`config.mk`:
```
export PLATFORM = sky130hd
export DESIGN_NAME = shift_reg_burst_flat
export DESIGN_NICKNAME = d
export VERILOG_FILES = /design/src/rtl/shift_reg_burst_if.sv /design/src/rtl/shift_reg_burst.sv /design/src/flat_wrapper.sv
export SDC_FILE = /design/constraint.sdc
export NUM_CORES = 1
export LEC_CHECK = 0
export ABC_AREA = 1
export BUFFER_PORTS_ARGS = -buffer_cell sky130_fd_sc_hd__buf_2
export CELL_PAD_IN_SITES_DETAIL_PLACEMENT = 1
export CELL_PAD_IN_SITES_GLOBAL_PLACEMENT = 1
export CORE_MARGIN = 2
export CORE_UTILIZATION = 39
export DETAILED_ROUTE_END_ITERATION = 7
export GPL_TIMING_DRIVEN = 0
export PLACE_DENSITY = 0.82
export SLEW_MARGIN = 20
export SYNTH_ARGS = -nofsm -noshare
export SYNTH_HDL_FRONTEND = slang
export SYNTH_SLANG_ARGS = --single-unit
```
`constraint.sdc`:
```
create_clock -name qzt_clk -period 3 [get_ports qzt_clk]
set_input_delay 0.3 -clock qzt_clk [delete_from_list [all_inputs] [get_ports qzt_clk]]
set_output_delay 0.3 -clock qzt_clk [all_outputs]
set_load 0.01 [all_outputs]
```
`src/rtl/shift_reg_burst_if.sv`:
```
`default_nettype none
// ============================================================================
// Module      : shift_reg_burst_if
// Description : Control/data bundle between a burst controller and
//               shift_reg_burst.
//               The controller side (master) drives:
//                 load, preset_value, start, shift_count, dir, mode, serial_in
//               The register side (slave) drives:
//                 out, serial_out, busy, done
//                 parity_out  (only when SHIFT_REG_BURST_PARITY_EN is defined)
// Config      : SHIFT_REG_BURST_PARITY_EN adds the parity_out signal.
// Revision    : 1.0 - initial release
// ============================================================================
interface shift_reg_burst_if #(
    parameter int WIDTH = 31,
    parameter int CNT_W = 6
);
    // Controller -> register
    logic             load;
    logic [WIDTH-1:0] preset_value;
    logic             start;
    logic [CNT_W-1:0] shift_count;
    logic             dir;
    logic [1:0]       mode;
    logic             serial_in;

    // Register -> controller
    logic [WIDTH-1:0] out;
    logic             serial_out;
    logic             busy;
    logic             done;
`ifdef SHIFT_REG_BURST_PARITY_EN
    logic             parity_out;

    modport master (
        output load, preset_value, start, shift_count, dir, mode, serial_in,
        input  out, serial_out, busy, done, parity_out
    );

    modport slave (
        input  load, preset_value, start, shift_count, dir, mode, serial_in,
        output out, serial_out, busy, done, parity_out
    );
`else
    modport master (
        output load, preset_value, start, shift_count, dir, mode, serial_in,
        input  out, serial_out, busy, done
    );

    modport slave (
        input  load, preset_value, start, shift_count, dir, mode, serial_in,
        output out, serial_out, busy, done
    );
`endif

endinterface : shift_reg_burst_if
`default_nettype wire

```
`src/rtl/shift_reg_burst.sv`:
```
`default_nettype none
// ============================================================================
// Module      : shift_reg_burst
// Description : Parametrised preset/serial shift register with a counted
//               burst engine. A controller loads a word, requests N shifts
//               with a direction and feedback mode, and waits for done.
//               Feedback modes: 00 serial, 01 rotate, 10 LFSR, 11 zero-fill.
// Ports       : qzt_clk   - system clock, rising edge
//               rst       - asynchronous reset, active-high
//               bus       - shift_reg_burst_if.slave
//                           in : load, preset_value, start, shift_count,
//                                dir, mode, serial_in
//                           out: out, serial_out, busy, done
//                                (+ parity_out with SHIFT_REG_BURST_PARITY_EN)
// Config      : `define SHIFT_REG_BURST_PARITY_EN to add a registered
//               XOR-reduction of out on bus.parity_out.
// Revision    : 1.0 - initial release
// ============================================================================
module shift_reg_burst #(
    parameter int               WIDTH = 31,
    parameter int               CNT_W = 6,
    parameter logic [WIDTH-1:0] TAPS  = 31'h48000000
) (
    input  wire               qzt_clk,
    input  wire               rst,
    shift_reg_burst_if.slave  bus
);

    localparam logic [1:0] MODE_SERIAL = 2'b00;
    localparam logic [1:0] MODE_ROTATE = 2'b01;
    localparam logic [1:0] MODE_LFSR   = 2'b10;
    localparam logic [1:0] MODE_ZERO   = 2'b11;

    localparam logic [CNT_W-1:0] C_CNT_ONE = CNT_W'(1);

    typedef enum logic [1:0] {
        ST_IDLE  = 2'd0,
        ST_SHIFT = 2'd1,
        ST_DONE  = 2'd2
    } state_t;

    // ------------------------------------------------------------------
    // State
    // ------------------------------------------------------------------
    state_t           r_state;
    logic [WIDTH-1:0] r_out;
    logic             r_serial_out;
    logic [CNT_W-1:0] r_cnt;
    logic             r_dir;
    logic [1:0]       r_mode;

    state_t           w_state_next;
    logic [WIDTH-1:0] w_out_next;
    logic             w_serial_out_next;
    logic [CNT_W-1:0] w_cnt_next;
    logic             w_dir_next;
    logic [1:0]       w_mode_next;

    // ------------------------------------------------------------------
    // Shift datapath, driven only by the latched direction/mode so that
    // mid-burst changes on the bus cannot disturb an active burst.
    // ------------------------------------------------------------------
    logic             w_bit_out;
    logic             w_in_bit;
    logic [WIDTH-1:0] w_shifted;

    always_comb begin
        w_bit_out = r_dir ? r_out[WIDTH-1] : r_out[0];

        w_in_bit = 1'b0;
        case (r_mode)
            MODE_SERIAL: w_in_bit = bus.serial_in;
            MODE_ROTATE: w_in_bit = w_bit_out;
            // Taken from the pre-shift word; an all-zero word stays zero.
            MODE_LFSR:   w_in_bit = ^(r_out & TAPS);
            MODE_ZERO:   w_in_bit = 1'b0;
            default:     w_in_bit = 1'b0;
        endcase

        if (r_dir) begin
            w_shifted = {r_out[WIDTH-2:0], w_in_bit};
        end else begin
            w_shifted = {w_in_bit, r_out[WIDTH-1:1]};
        end
    end

    // ------------------------------------------------------------------
    // Next-state / next-data logic. load overrides everything (rst aside):
    // it presets the word and drops any burst in progress without a done.
    // ------------------------------------------------------------------
    always_comb begin
        w_state_next      = r_state;
        w_out_next        = r_out;
        w_serial_out_next = r_serial_out;
        w_cnt_next        = r_cnt;
        w_dir_next        = r_dir;
        w_mode_next       = r_mode;

        if (bus.load) begin
            w_out_next        = bus.preset_value;
            // Uses the live dir input: there is no latched direction yet.
            w_serial_out_next = bus.dir ? bus.preset_value[WIDTH-1]
                                        : bus.preset_value[0];
            w_state_next      = ST_IDLE;
        end else begin
            case (r_state)
                ST_IDLE: begin
                    if (bus.start) begin
                        if (bus.shift_count != '0) begin
                            w_cnt_next   = bus.shift_count;
                            w_dir_next   = bus.dir;
                            w_mode_next  = bus.mode;
                            w_state_next = ST_SHIFT;
                        end else begin
                            // Zero-length burst: straight to completion.
                            w_state_next = ST_DONE;
                        end
                    end
                end

                ST_SHIFT: begin
                    w_out_next        = w_shifted;
                    w_serial_out_next = w_bit_out;
                    w_cnt_next        = r_cnt - C_CNT_ONE;
                    if (r_cnt == C_CNT_ONE) begin
                        w_state_next = ST_DONE;
                    end
                end

                ST_DONE: begin
                    w_state_next = ST_IDLE;
                end

                default: begin
                    w_state_next = ST_IDLE;
                end
            endcase
        end
    end

    // ------------------------------------------------------------------
    // State register
    // ------------------------------------------------------------------
    always_ff @(posedge qzt_clk or posedge rst) begin
        if (rst) begin
            r_state      <= ST_IDLE;
            r_out        <= '0;
            r_serial_out <= 1'b0;
            r_cnt        <= '0;
            r_dir        <= 1'b0;
            r_mode       <= MODE_SERIAL;
        end else begin
            r_state      <= w_state_next;
            r_out        <= w_out_next;
            r_serial_out <= w_serial_out_next;
            r_cnt        <= w_cnt_next;
            r_dir        <= w_dir_next;
            r_mode       <= w_mode_next;
        end
    end

    // busy/done decode straight from the state register, so reset clears
    // them immediately without waiting for a clock edge.
    assign bus.out        = r_out;
    assign bus.serial_out = r_serial_out;
    assign bus.busy       = (r_state == ST_SHIFT);
    assign bus.done       = (r_state == ST_DONE);

`ifdef SHIFT_REG_BURST_PARITY_EN
    // Parity of the word being written, so it tracks out on the same edge.
    logic r_parity;

    always_ff @(posedge qzt_clk or posedge rst) begin
        if (rst) begin
            r_parity <= 1'b0;
        end else begin
            r_parity <= ^w_out_next;
        end
    end

    assign bus.parity_out = r_parity;
`endif

endmodule : shift_reg_burst
`default_nettype wire

```
`src/flat_wrapper.sv`:
```
// flat-port wrapper written by rule: the top's interface ports become plain ports
module shift_reg_burst_flat 
#(
    parameter int               WIDTH = 31,
    parameter int               CNT_W = 6,
    parameter logic [WIDTH-1:0] TAPS  = 31'h48000000
)
  (qzt_clk, rst, bus_load, bus_preset_value, bus_start, bus_shift_count, bus_dir, bus_mode, bus_serial_in, bus_out, bus_serial_out, bus_busy, bus_done);
  shift_reg_burst_if #(.WIDTH(WIDTH), .CNT_W(CNT_W)) bus_i ();
  input  wire qzt_clk;
  input  wire rst;
  input wire logic [$bits(bus_i.load)-1:0] bus_load;
  input wire logic [$bits(bus_i.preset_value)-1:0] bus_preset_value;
  input wire logic [$bits(bus_i.start)-1:0] bus_start;
  input wire logic [$bits(bus_i.shift_count)-1:0] bus_shift_count;
  input wire logic [$bits(bus_i.dir)-1:0] bus_dir;
  input wire logic [$bits(bus_i.mode)-1:0] bus_mode;
  input wire logic [$bits(bus_i.serial_in)-1:0] bus_serial_in;
  output wire logic [$bits(bus_i.out)-1:0] bus_out;
  output wire logic [$bits(bus_i.serial_out)-1:0] bus_serial_out;
  output wire logic [$bits(bus_i.busy)-1:0] bus_busy;
  output wire logic [$bits(bus_i.done)-1:0] bus_done;
  assign bus_i.load = bus_load;
  assign bus_i.preset_value = bus_preset_value;
  assign bus_i.start = bus_start;
  assign bus_i.shift_count = bus_shift_count;
  assign bus_i.dir = bus_dir;
  assign bus_i.mode = bus_mode;
  assign bus_i.serial_in = bus_serial_in;
  assign bus_out = bus_i.out;
  assign bus_serial_out = bus_i.serial_out;
  assign bus_busy = bus_i.busy;
  assign bus_done = bus_i.done;
  shift_reg_burst #(.WIDTH(WIDTH), .CNT_W(CNT_W), .TAPS(TAPS)) u_core (.qzt_clk(qzt_clk), .rst(rst), .bus(bus_i));
endmodule
```
After elaboration in Yosys (flattened, before gate mapping)
Index checks and enable logic that the tools add are counted.
{"block": "classes", "muxes": 16, "add_sub_neg": 1, "bitwise": 1, "n_reduce_logical": 9, "n_eq_ne": 10}
{"cell": "2-to-1 mux 31 bit", "count": 3}
{"cell": "parity 31 bit", "count": 1}
{"cell": "2-to-1 mux 6 bit", "count": 2}
{"cell": "one-hot mux 6 bit (2 select lines)", "count": 1}
{"cell": "2-to-1 mux 2 bit", "count": 4}
{"cell": "AND reduction 4 bit", "count": 2}
{"cell": "== test 2 bit, second input constant", "count": 3}
{"cell": "== test 6 x 1 -> 1 bit, second input constant", "count": 1}
{"cell": "nonzero test 6 bit", "count": 1}
{"cell": "subtractor 6 x 1 -> 6 bit, second input constant", "count": 1}
{"cell": "== test 2 x 1 -> 1 bit, second input constant", "count": 2}
{"cell": "zero test 2 bit", "count": 2}
{"cell": "2-to-1 mux 1 bit", "count": 4}
{"cell": "one-hot mux 1 bit (4 select lines)", "count": 1}
{"cell": "one-hot mux 2 bit (2 select lines)", "count": 1}
{"cell": "nonzero test 2 bit", "count": 2}
{"cell": "!= test 3 x 2 -> 1 bit, second input constant", "count": 1}
{"cell": "!= test 3 bit, second input constant", "count": 1}
{"cell": "!= test 2 x 1 -> 1 bit, second input constant", "count": 1}
{"cell": "!= test 2 bit, second input constant", "count": 1}
{"cell": "AND reduction 2 bit", "count": 1}
{"cell": "inverter 1 bit", "count": 1}
{"block": "totals", "reg_bits": 43, "wordCells": 43, "in_bits": 45, "out_inout_bits": 34}

Longest topological paths before layout
Gate-level depths: netlist of run 1.
{"block": "depth", "ltp_word": 5, "mapped_depth": 8, "ltp_nobuf": 8}

Worst setup path before layout of run 1
OpenSTA, ideal clock, no wires.
{"block": "synth_path", "kind": "reg2reg", "startpoint": "register u_core.r_state[0]", "endpoint": "register u_core.r_cnt[5]", "path_buffers": 0, "path_slack_ps": 1842, "required_time_ps": 2884, "synth_period_minus_slack_ps": 1158, "path_stages_with_launch": 7, "arrival_ps": 1042, "setup_time_ps": 116, "cell_sequence": "dfrtp_1 nor2_1 nand4_1 nand3b_4 inv_1 nand2_1 nand2_1"}
{"block": "synth_via", "elab_chain_len": 3, "word_cells_on_any_way": 7, "cone_classes": "3 x eq/ne; 1 x mux; 3 x reduce/logical"}
{"element": "start, declared", "line": "shift_reg_burst.sv:45", "rtl": "state_t r_state;"}
{"element": "start signal, assigned", "line": "shift_reg_burst.sv:153", "rtl": "r_state <= w_state_next;"}
{"element": "zero test 2 bit / == test 2 x 1 -> 1 bit (equally long branches)", "line": "shift_reg_burst.sv:106", "rtl": "case (r_state)"}
{"element": "!= test 2 x 1 -> 1 bit (no source line), or another cell as far along"}
{"element": "AND reduction 4 bit (no source line)"}
{"element": "end signal, assigned", "line": "shift_reg_burst.sv:156", "rtl": "r_cnt <= w_cnt_next;"}
{"element": "end, declared", "line": "shift_reg_burst.sv:48", "rtl": "logic [CNT_W-1:0] r_cnt;"}
Parallel ways exist; a longest one is shown, timed or not.
A chain may end at the register's enable or synchronous reset.

Worst setup path in the final report of run 1
{"block": "layout_path", "startpoint": "register u_core.r_state[1]", "endpoint": "output port bus_busy"}
{"block": "layout_via", "elab_chain_len": 1}
{"element": "== test 2 x 1 -> 1 bit", "line": "shift_reg_burst.sv:166", "rtl": "assign bus.busy = (r_state == ST_SHIFT);"}
{"element": "end, declared", "line": "flat_wrapper.sv:21", "rtl": "output wire logic [$bits(bus_i.busy)-1:0] bus_busy;"}
No other way between the ends.

==> flow_metrics.tcl, run 1 <==
set metrics [dict create \
    outcome "completed" \
    clockBufferDepth 2 \
    utilization_pct 49.6 \
    ant_nets 0 \
    cts.htree.levels 2 \
    grt_pass1_wl_mm 14.2 \
    holdCritStartpoint "bus_preset_value[9]" \
    post-route-worst-setup-slack_ns 1.50 \
    first_global_vias 2856 \
    crit_fanout 10 \
    io_pins 79 \
    synthesis.nets 382 \
    worstSetupPathType "register to primary output" \
    timing.rr.start "u_core.r_state[1]$_DFFE_PP0P_" \
    tightestPinTransition_ns 0.589 \
    root_buffer "clkbuf_8" \
    cts_tree "yes" \
    initial_core_util_pct 39.7 \
    first_iter_violations 152 \
    routed_wl_mm 8.47 \
    synth_area_leaders "dfrtp_1 (43%), nand2_1 (17%), o21ai_0 (7.8%)" \
    synth_area_um2 2490 \
    vias_per_cell 5.34 \
    num_rows 29 \
    rsz0062_at_grt "false" \
    tns_ns 0 \
    placed_cells 491 \
    min_period_ns 1.50 \
    whs_ns 0.203 \
    drc 0 \
    synthCells 335 \
    crit_slowest_cell "dfrtp_1" \
    gp_congestion 0.773 \
    fin_crit_sh_pct 50.0 \
    layout-drive-gt1-share_pct 26.0 \
    n_antenna_cell 0 \
    synth_top_area_share_pct 43.1 \
    clkPwrFrac_pct 18.9 \
    syn_area_per_cell_um2 7.45 \
    grt_util_all_layers_pct 25.0 \
    final_nets 469 \
    crit_path_start_kind "register" \
    slew_viol_final 0 \
    relSlewSlack_pct 60.8 \
    core_region_area_um2 6280 \
    placed_cell_area_um2 3000 \
    min_to "u_core.bus.out[9]$_DFFE_PP0P_" \
    clk_latency_ns 0.30 \
    yosys_warnings 0 \
    p_leak_nw 1.63 \
    finalHoldViolations 0 \
    die_w_um 84.0 \
    reg2regPathDepth 5 \
    clock_sinks 43 \
    crit_chain "inv_2 > nand2_4 > inv_4 > buf_2" \
    p_int_mw 1.24 \
    ys_types 26 \
    synth_seq_area_share_pct 43.1 \
    dr.pass1.iters 4 \
    post-cts-setup-buffers 0 \
    antenna_found_initial 0 \
    slowest_delay_ns 0.40 \
    vdd_drop_max_uv 307 \
    areaGrowthSynthToFinish_pct 24.7 \
    ys_seq_elements 43 \
    grt.overflow.total 0 \
    sw_frac_of_total_pct 42.7 \
    final_common_cell "nand2_1" \
    clk_pin_slew_ns 0.09 \
    final-setup-viol-count 0 \
    crit_path_end_kind "primary output" \
    wire_per_inst_um 16.9 \
    whs_path_depth 3 \
    fp.dieH_um 84.0 \
    p_comb_share_pct 41.4 \
    post-place-ws_ns 1.56 \
    arrival_ns 1.20 \
    portBuffers 78 \
    via_count 2668 \
    worstPathRequired_ns 2.70 \
    powerDensity_nw_per_um2 697 \
    max_freq_mhz 666 \
    cts_buffers 5 \
    die_area_um2 7050 \
    fin_cells 500 \
    hp-class "primary input to register" \
    final_cell_mix "nand2_1 (116), buf_2 (85), dfrtp_1 (43), o21ai_0 (39), inv_1 (30)" \
    synth_area_leader_cell "dfrtp_1" \
    finClkSkew_ns 0.0122 \
    maxCapViolCount 0 \
    design_area_um2 3110 \
    hpwl_mm 6.26 \
    finalPower_mw 2.17 \
    switching_power_mw 0.927 \
    worstReg2RegEnd "u_core.bus.out[10]$_DFFE_PP0P_" \
    grt_max_degree 33 \
    p_seq_share_pct 39.6 \
    r2r_setup_slack_ns 1.55 \
]
[layout make-up]
type,count,area (um^2)
fillers,853,3170
multi-input cells,240,1190
flip-flops and latches,43,1080
repair buffers,80,420
inverters,36,138
well taps,77,96.3
plain buffers,16,95.1
clock buffers,6,82.6
clock inverters,2,16.3
[registers in the layout, summed over array words and instances, names as in the netlist]
signal / flops
u_core.bus.out: 31
u_core.bus.serial_out: 1
u_core.r_mode: 2
u_core.r_cnt: 6
u_core.r_state: 2
u_core.r_dir: 1
[power groups by stage]
stage / combinational (mW) / sequential (mW) / clock (mW)
5_1_grt: 1.02 / 0.880 / 0.435
2_1_floorplan: 0.535 / 0.883 / 0
3_5_place_dp: 0.894 / 0.868 / 0
3_3_place_gp: 0.858 / 0.862 / 0
4_1_cts: 0.904 / 0.859 / 0.420
6_report: 0.899 / 0.860 / 0.411
[critical path, delay by kind of cell, from the launching register on]
kind / cells / cell delay, ns
buf+inv: 3 / 0.39
flops: 1 / 0.40
simple gates: 1 / 0.11
[metal layers]
| layer | vias to the layer above | part of all wire [%] | GRT usage, % |
|---|---|---|---|
| met2 | 74 | 50 | 44.1 |
| met3 | 9 | 4.4 | 3.36 |
| met4 | 0 | 1.3 | 5.13 |
| li1 | 1283 | - | - |
| met1 | 1302 | 44 | 32.9 |
| met5 | - | 0 | 0 |
[how the worst max path moves through the flow]
stage,start,end,slack [ns],cells past startpoint
2_1_floorplan,rst,u_core.bus.out[0]$_DFFE_PP0P_,1.70,1
3_3_place_gp,rst,u_core.bus.out[14]$_DFFE_PP0P_,1.02,2
3_5_place_dp,bus_load,u_core.r_mode[0]$_DFFE_PP0P_,1.56,7
4_1_cts,u_core.r_state[1]$_DFFE_PP0P_,bus_busy,1.49,4
5_1_grt,u_core.r_state[1]$_DFFE_PP0P_,bus_busy,1.44,4
6_report,u_core.r_state[1]$_DFFE_PP0P_,bus_busy,1.50,4
[logic make-up (layout without fill, tap and decap cells)]
group | count (synthesis) | count (layout) | share of synthesized area (%)
simple gates | 159 | 159 | 26.4
compound gates | 75 | 75 | 18.6
buf+inv | 52 | 140 | 9.33
flops | 43 | 43 | 43.1
mux | 3 | 3 | 1.20
fa+ha+maj | 2 | 2 | 1.00
xor+xnor | 1 | 1 | 0.351
[synth_stat cells]
master	number
nand2_1	116
dfrtp_1	43
o21ai_0	39
inv_1	31
nor2_1	21
o211ai_1	14
o221ai_1	11
nand3_1	10
a21oi_1	7
buf_2	7
nand4_1	7
clkbuf_1	4
inv_2	4
buf_4	3
mux2i_1	3
buf_6	2
ha_1	2
nand2_2	2
o22ai_1	2
a31oi_1	1
inv_4	1
nand2_4	1
nand3b_1	1
nand3b_4	1
o211ai_2	1
xor2_1	1
[repair_timing]
item	in CTS	in global routing
endpoints found under the hold margin	11	0
resized for setup	0	0
hold buffers	1	0
No activity file was read; power rests on OpenSTA's default activity.
==> inputs of run 2 (changes only) <==
- CORE_UTILIZATION: 39 -> 32
- PLACE_DENSITY: 0.82 -> 0.72
- clock period: 3 -> 1.2 ns (I/O delays scaled with it)
==> run 2 against run 1 <==
The flow now finishes with violations (negative setup slack); register-to-register slack worse by 1.6 ns; critical endpoint is now u_core.r_cnt[5]$_DFFE_PP0P_; hold slack worse by 0.18 ns; combinational power rose to 3.3 times the previous value; wire length up 14%; sequential cell count unchanged; critical path type is now register to register; critical path depth up 4; design area up 17%; power rose to 2.9 times the previous value; sequential share of layout area down 5.0 points; non-clock buffer count up 15; clock power rose to 2.8 times the previous value; via count up 5.2%.
==> flow_metrics.tcl, run 2 (same netlist as run 1, synthesis figures left out) <==
set metrics [dict create \
    outcome "complete, but fails checks" \
    violations "negative setup slack" \
    maxCapViolCount 0 \
    finalPower_mw 6.31 \
    tightestPinTransition_ns 0.517 \
    fin_crit_sh_pct 108 \
    slowest_delay_ns 0.44 \
    dr.pass1.iters 4 \
    clk_latency_ns 0.31 \
    r2r_setup_slack_ns -0.09 \
    final-setup-viol-count 19 \
    cts_tree "yes" \
    p_leak_nw 1.81 \
    clockBufferDepth 2 \
    max_freq_mhz 773 \
    arrival_ns 1.49 \
    final_nets 485 \
    fp.dieH_um 92.3 \
    post-route-worst-setup-slack_ns -0.0936 \
    cts.htree.levels 2 \
    min_period_ns 1.29 \
    worstReg2RegEnd "u_core.r_cnt[5]$_DFFE_PP0P_" \
    crit_fanout 6 \
    worstPathRequired_ns 1.40 \
    slew_viol_final 0 \
    areaGrowthSynthToFinish_pct 45.8 \
    hpwl_mm 6.52 \
    timing.rr.start "u_core.r_state[0]$_DFFE_PP0P_" \
    regArea_um2 1080 \
    post-place-ws_ns -0.266 \
    first_iter_violations 94 \
    first_global_vias 2870 \
    crit_slowest_cell "dfrtp_2" \
    grt_pass1_wl_mm 14.0 \
    hp-class "primary input to register" \
    final_common_cell "nand2_1" \
    crit_start "u_core.r_state[0]$_DFFE_PP0P_" \
    grtUsageMet3_pct 2.93 \
    tns_ns -0.667 \
    n_fill_cell 968 \
    crit_top_cell "nand2_1" \
    crit_path_start_kind "register" \
    finClkSkew_ns 0.0131 \
    ant_nets 0 \
    min_to "u_core.bus.out[9]$_DFFE_PP0P_" \
    clock_sinks 43 \
    clk_pin_slew_ns 0.09 \
    crit_chain "buf_12 > nand2_8 > inv_8 > buf_4 > nand3_1 > nand2_1 > nand2_2 > nand2_1" \
    rsz0062_at_grt "true" \
    worstSetupPathType "register to register" \
    root_buffer "clkbuf_8" \
    holdCritStartpoint "bus_preset_value[9]" \
    grt.overflow.total 0 \
    cts_buffers 5 \
    powerDensity_nw_per_um2 1730 \
    grt-busiest-layer "met2" \
    vdd_drop_max_uv 594 \
    initial_core_util_pct 32.6 \
    crit_path_end_kind "register" \
    die_w_um 92.3 \
    gp_congestion 0.796 \
    grt_util_all_layers_pct 20.7 \
    whs_path_depth 3 \
    io_pins 79 \
    n_antenna_cell 0 \
    gr-usage-met2_pct 37.7 \
    via_count 2807 \
    vias_per_cell 5.20 \
    num_rows 32 \
    core_region_area_um2 7650 \
    largest_reg_flops 31 \
    portBuffers 78 \
    utilization_pct 47.6 \
    routed_wl_mm 9.69 \
    antenna_found_initial 0 \
    drc 0 \
    layout-drive-gt1-share_pct 36.5 \
    die_area_um2 8520 \
    finalHoldViolations 0 \
    gr-usage-met1_pct 26.0 \
    reg2regPathDepth 8 \
    final_cell_mix "nand2_1 (107), buf_2 (77), dfrtp_1 (42), inv_1 (27), o21ai_1 (21)" \
    relSlewSlack_pct 65.5 \
    wire_per_inst_um 17.9 \
    multi_input_area_um2 1370 \
    grt_max_degree 30 \
]
-- run 2: final cells by class --
cell class | instances | share of cell area (%)
sequential | 43 | 29.6
clock buffer | 6 | 1.99
inverter | 36 | 4.33
tap | 102 | 3.51
multi-input combinational | 241 | 37.7
buffer | 15 | 4.88
clock inverter | 1 | 0.825
timing repair buffer | 96 | 17.2
-- run 2: worst max-delay path by stage --
stage | endpoint | slack (ns) | depth (start not counted)
6_report | u_core.r_cnt[5]$_DFFE_PP0P_ | -0.09 | 8
3_5_place_dp | u_core.bus.out[13]$_DFFE_PP0P_ | -0.27 | 5
5_1_grt | u_core.r_cnt[0]$_DFFE_PP0P_ | -0.15 | 6
3_3_place_gp | u_core.bus.out[9]$_DFFE_PP0P_ | -0.65 | 2
2_1_floorplan | u_core.r_cnt[5]$_DFFE_PP0P_ | 0.04 | 6
4_1_cts | bus_done | -0.06 | 4
-- run 2: worst max-delay path, delay by kind of cell (launching register included) --
kind / cells / cell delay, ns
buffers and inverters: 3 / 0.34
flip-flops: 1 / 0.44
AND/OR/NAND/NOR: 5 / 0.40
-- run 2: report_power, final --
part	internal [mW]	switching [mW]
Sequential	1.81	0.362
Combinational	1.27	1.73
Clock	0.611	0.526
-- run 2: per-layer routing --
layer  wire length, um  part of all wire, %
met2              4920                   51
met4               138                  1.4
met5                 0                    0
met3               496                  5.1
met1              4140                   43
-- run 2: repair_timing --
item / 4_1_cts / 5_1_grt
hold buffers: 1 / 0
pin swaps: 3 / 8
cloned: 0 / 5
setup buffers: 5 / 7
gates resized for setup: 42 / 68
endpoints found under the hold margin: 14 / 0
setup endpoints to repair: 42 / 45
-- run 2: stage by stage --
step,hold slack [ns],cells,cell area [um^2]
floorplan,0.241,335,2490
global placement,0.335,515,3010
detailed placement,0.124,516,3030
CTS,0.0279,529,3310
global route,0.0437,540,3640
finish,0.0212,540,3640
